<file path="config.mk">
export PLATFORM = sky130hd
export DESIGN_NAME = param_updown_counter
export DESIGN_NICKNAME = d
export VERILOG_FILES = /design/src/rtl/param_updown_counter.sv
export SDC_FILE = /design/constraint.sdc
export NUM_CORES = 1
export LEC_CHECK = 0
export ABC_AREA = 1
export ABC_CLOCK_PERIOD_IN_PS = 1700
export BUFFER_PORTS_ARGS = -buffer_cell sky130_fd_sc_hd__buf_2
export CORE_MARGIN = 1.5
export CORE_UTILIZATION = 45
export CTS_BUF_LIST = sky130_fd_sc_hd__clkbuf_4 sky130_fd_sc_hd__clkbuf_8 sky130_fd_sc_hd__clkbuf_16
export DETAILED_ROUTE_END_ITERATION = 10
export GPL_ROUTABILITY_DRIVEN = 0
export PLACE_DENSITY_LB_ADDON = 0.25
export SETUP_SLACK_MARGIN = 0.1
export SKIP_LAST_GASP = 1
export SYNTH_ARGS = -nofsm -noshare
export SYNTH_HDL_FRONTEND = slang
export SYNTH_SLANG_ARGS = --single-unit
</file>
<file path="constraint.sdc">
create_clock -name clk -period 1.7 [get_ports clk]
set_input_delay 0.17 -clock clk [delete_from_list [all_inputs] [get_ports clk]]
set_output_delay 0.17 -clock clk [all_outputs]
set_load 0.02 [all_outputs]
</file>
<file path="src/rtl/param_updown_counter.sv">
// Parameterised up/down counter with prescaler, load/clear, terminal-count pulse,
// sticky boundary flag and a combinational compare output.
module param_updown_counter #(
  parameter int WIDTH    = 8,
  parameter int MAX      = 2**WIDTH-1,
  parameter int PRESCALE = 1,
  parameter int SATURATE = 0
) (
  input  logic             clk,
  input  logic             rst,
  input  logic             en,
  input  logic             up,
  input  logic             clr,
  input  logic             load,
  input  logic [WIDTH-1:0] load_val,
  input  logic [WIDTH-1:0] cmp_val,
  output logic [WIDTH-1:0] count,
  output logic             tc,
  output logic             match,
  output logic             ovf
);

  localparam int PW = (PRESCALE > 1) ? $clog2(PRESCALE) : 1;
  localparam logic [WIDTH-1:0] MAX_C    = WIDTH'(MAX);
  localparam logic [PW-1:0]    PRE_LAST = PW'(PRESCALE - 1);

  logic [WIDTH-1:0] count_q, count_d;
  logic [PW-1:0]    pre_q, pre_d;
  logic             tc_q, tc_d;
  logic             ovf_q, ovf_d;
  logic             boundary_s;

  // Next-state: clear beats load beats step; tc is a pulse so it defaults low.
  always_comb begin
    count_d    = count_q;
    pre_d      = pre_q;
    tc_d       = 1'b0;
    ovf_d      = ovf_q;
    boundary_s = up ? (count_q == MAX_C) : (count_q == {WIDTH{1'b0}});
    if (clr) begin
      count_d = {WIDTH{1'b0}};
      pre_d   = {PW{1'b0}};
      ovf_d   = 1'b0;
    end else if (load) begin
      pre_d   = {PW{1'b0}};
      ovf_d   = 1'b0;
      count_d = (load_val > MAX_C) ? MAX_C : load_val;
    end else if (en) begin
      if (pre_q == PRE_LAST) begin
        pre_d = {PW{1'b0}};
        if (boundary_s) begin
          tc_d  = 1'b1;
          ovf_d = 1'b1;
          if (SATURATE != 0) begin
            count_d = count_q;
          end else begin
            count_d = up ? {WIDTH{1'b0}} : MAX_C;
          end
        end else begin
          count_d = up ? (count_q + WIDTH'(1)) : (count_q - WIDTH'(1));
        end
      end else begin
        pre_d = pre_q + PW'(1);
      end
    end else begin
      pre_d = pre_q;
    end
  end

  // State registers with asynchronous reset.
  always_ff @(posedge clk or posedge rst) begin
    if (rst) begin
      count_q <= {WIDTH{1'b0}};
      pre_q   <= {PW{1'b0}};
      tc_q    <= 1'b0;
      ovf_q   <= 1'b0;
    end else begin
      count_q <= count_d;
      pre_q   <= pre_d;
      tc_q    <= tc_d;
      ovf_q   <= ovf_d;
    end
  end

  assign count = count_q;
  assign tc    = tc_q;
  assign ovf   = ovf_q;
  assign match = (count_q == cmp_val);

endmodule

</file>
* Yosys cells after proc, flatten, opt, wreduce, memory -nomap -nowiden *
Index checks and enable logic that the tools add are counted.

word-level totals
  flip-flop bits (word level) = 11
  input bits = 22
  output and inout bits = 11
  word-level logic and storage cells = 39

operators by class
  $add $sub $neg = 3
  order comparisons = 1
  equal/unequal tests = 3
  mux-type cells = 23
  reduce and logical (&&, ||, !) cells = 5

operator list
  operator                                              number
  2-to-1 mux 8 bit                                      8
  2-to-1 mux 1 bit                                      15
  adder 8 x 1 -> 8 bit, second input constant           1
  == test 8 bit                                         1
  == test 8 bit, second input constant                  1
  greater-than comparator 8 bit, second input constant  1
  zero test 8 bit                                       1
  subtractor 8 x 1 -> 8 bit, second input constant      1
  nonzero test 3 bit                                    2
  != test 3 bit, second input constant                  1
  AND reduction 3 bit                                   1
  AND reduction 2 bit                                   1
  adder 1 bit, second input constant                    1

* Logic depth before layout (Yosys ltp) *
  depth after elaboration = 7
  mapped depth = 13
  depth with buffers taken out = 13

* Worst setup path after synthesis *
No wires, ideal clock.

  kind = flip-flop to flip-flop
  start = register count_q[0] (netlist: count[0])
  end = register count_q[4] (netlist: count[4])
  arrival = 1,635 ps
  data required time = 1,583 ps
  slack = -51 ps
  stages on the path, launching flop included = 12
  buffers on the path = 0
  period minus slack after synthesis = 1,751 ps
  cells stage by stage = dfrtp_1 > inv_1 > fa_1 > inv_1 > nand2_1 > nand2_1 > and2_1 > nor2_1 > o21bai_1 > nand2_1 > nand2_1 > nand2_1

between the ends
  cells in the longest elaborated chain, start to end = 7

RTL lines
  item                                                         line    RTL
  from (decl)                                                  27      logic [WIDTH-1:0] count_q, count_d;
  from (signal assigned)                                       73      count_q <= {WIDTH{1'b0}};
  from (signal assigned)                                       78      count_q <= count_d;
  subtractor 8 x 1 -> 8 bit (tied with other cells)            60      count_d = up ? (count_q + WIDTH'(1)) : (count_q - WIDTH'(1));
  2-to-1 mux 8 bit / 2-to-1 mux 1 bit (equally long branches)  60, 39
  2-to-1 mux 8 bit (*)                                         51      if (boundary_s) begin
  2-to-1 mux 8 bit (*)                                         49      if (pre_q == PRE_LAST) begin
  2-to-1 mux 8 bit (*)                                         48      end else if (en) begin
  2-to-1 mux 8 bit (*)                                         44      end else if (load) begin
  2-to-1 mux 8 bit (*)                                         40      if (clr) begin

Mark *: on every way between the ends. The rest lies on a longest branch, timed or not. The select of a mux whose other input is x is not followed.
A chain may end at the register's enable or synchronous reset.

* Worst setup path after layout *
  start = register count_q[1] (netlist: count[1])
  end = register count_q[6] (netlist: count[6])

Same word-level chain as after synthesis.

==> results.toml <==
[outcome]
outcome = "completed"

[die]
die_x_um = 50.5
io_pins = 33
dieArea_um2 = 2550
start_util = 0.469
design.core.area_um2 = 2170
die_y_um = 50.5
rows = 17

[cells_and_area]
multi_input_area_um2 = 778
nets = 231
ff_latch_area_um2 = 255
final_core_util = 0.659
num-fill-cells = 197
antennaDiodeCount = 0
areaGrowthSynthToFinish_pct = 40.6
drive_gt1_frac = 0.413

[cts]
cts_tree = "done"
cts_buffers = 3
clock_path_buffers = 2
root_buffer = "clkbuf_4"
clock-sinks = 10
insertion_delay_ps = 260
cts_max_level = 1
cts.reportedPaths.clkPinSlew_ps = 70

[detailed_routing]
wire_per_inst_um = 12.6
ant_nets = 0
routed_via_density = 5.05
vias = 1156
drt-initial-drc-count = 41
drc = 0
wl_mm = 2.88
dr.pass1.iters = 4

[power]
p_seq_frac = 0.282
pwr-share-clk = 0.178
p_sw_frac = 0.401
cellLeakagePower_nw = 0.774
peakVddDrop_mv = 0.459
switchingPower_mw = 0.418
powerDensity_nw_per_um2 = 728
cell_internal_pwr_mw = 0.624
pwr-share-comb = 0.540

[synth]
synth_top_area_frac = 0.246
synth_top_area_cell = "dfrtp_1"
synth.distinct_cells = 27
ys.flop_type = "dfrtp_1"
synth_edf_count = 0
netlist_instances = 153
syn_area_um2 = 1020
avgSynthCellArea_um2 = 6.65
synth_commonest_cells = "nand2_1 (54), inv_1 (14), nor2_1 (14)"
yosysWarnings = 0
synth.area.top_cells = "dfrtp_1 (25%), nand2_1 (20%), xnor2_1 (7.7%), ha_1 (7.4%), inv_1 (5.2%)"
synthArstFlopShare = 1.00
synth_seq_cells = 10
synth-seq-area-share = 0.246
yosysMostFrequentCell = "nand2_1"
synth.net_count = 182

[worst_setup_path]
critPathMaxFanout = 2
cp-end-kind = "flip-flop"
crit_type = "reg -> reg"
cp_data_arrival_time_ps = 1830
critPathRequiredTime_ps = 1900
startpoint_type = "flip-flop"

[timing]
finClkSkew_ps = 4.60
maxSlewViolCount = 0
slew_headroom = 0.747
rsz0062_at_grt = "yes"
hold_viol_final = 0
setup_viol = 0
period_needed_ps = 1640
finalCritPeriodShare = 0.964
clock.fmax_mhz = 610
fin_ws_ps = 60.8
worst_pin_slew_ps = 379

[placed_design]
hpwl_mm = 2.10
portBuffers = 32
place_ws_ps = -7.31

[min_path]
hold_path_class = "in -> reg"

[global_route]
track_usage = 0.225
grt_antenna_before_repair = 0
grt_pass1_wl_mm = 4.42
first_global_vias = 1031
grt_overflow = 0
grt_max_degree = 13

[job]
drv_cap = 0
[flip-flops by register name, indices dropped and copies added (netlist names)]
signal	count
count	8
ovf	1
tc	1
[kinds of logic after synthesis]
family | count (synthesis) | synth area share
adders and majority gates | 7 | 0.0935
xor gates and xnor gates | 11 | 0.0947
buffers and inverters | 19 | 0.0713
and+or+nand+nor | 95 | 0.435
DFF | 10 | 0.246
AOI/OAI and AO/OA | 11 | 0.0590
[worst max-delay path, cell delays in order, from the launching register on]
cell	delay [ps]
dfrtp_2	380
inv_2	50
fa_2	370
inv_2	70
nand2_2	40
nand2_2	50
nand3b_1	110
nand2_1	100
nand2_1	70
nand3_1	90
nand2_1	70
nand2_1	60
nand2_1	40
nand2_1	50
[metrics by stage]
stage               hold WS (ps)  power [mW]  area (um2)  setup TNS, ps  std cells
floorplan                   9.91       0.616        1020              0        153
global placement             155       0.757        1260          -9.58        218
detailed placement           168       0.767        1260          -7.31        218
CTS                          198       0.983        1350              0        226
global route                 205        1.12        1430          -54.0        229
finish                       200        1.04        1430              0        229
[area by class of cell]
class | count | share of cell area
flip-flops and latches | 10 | 0.178
well taps | 28 | 0.0245
inverters | 18 | 0.0472
clock buffers | 4 | 0.0210
multi-input cells | 124 | 0.544
repair buffers | 45 | 0.185
[per-layer routing]
layer	routed length [um]	track usage	up-vias
li1	-	-	579
met1	1200	0.281	506
met2	1360	0.395	60
met3	231	0.0506	11
met4	87	0.0450	0
met5	0	0	-
[power groups by stage]
stage,Clock [mW],Sequential (mW),Combinational [mW]
6_report,0.186,0.293,0.563
5_1_grt,0.206,0.294,0.621
4_1_cts,0.190,0.287,0.505
3_5_place_dp,0,0.293,0.474
3_3_place_gp,0,0.293,0.465
2_1_floorplan,0,0.334,0.282
[cell usage in the layout (no fill, tap or decap), drive strengths merged]
cell / instances
nor3: 1
a21oi: 4
fa: 1
and2: 1
nand3: 9
or2: 2
dlygate4sd3: 1
clkbuf: 4
nand2: 57
dfrtp: 10
o22ai: 2
buf: 44
xnor2: 9
nand4: 4
xor2: 2
ha: 6
o21ai: 4
inv: 18
nand3b: 2
o21bai: 1
nor2: 19
[what timing repair did]
action                                  in CTS  in global routing
pin swaps                                    7                 10
resized for setup                            4                 11
hold endpoints to repair                    10                  0
setup buffers                                3                  3
endpoints found under the setup margin       3                  5
hold buffers                                 1                  0
[final timing paths]
kind                             startpoint        to  slack [ps]  cells past startpoint
worst min-delay path            load_val[2]  count[2]         200                      3
min in group asynchronous               rst       ovf         430                      3
worst max register to register     count[1]  count[6]          60                     13
worst max-delay path               count[1]  count[6]          60                     13
worst min register to register          ovf       ovf         500                      2
max in group asynchronous               rst  count[0]         970                      3
No activity file was read; power rests on OpenSTA's default activity.
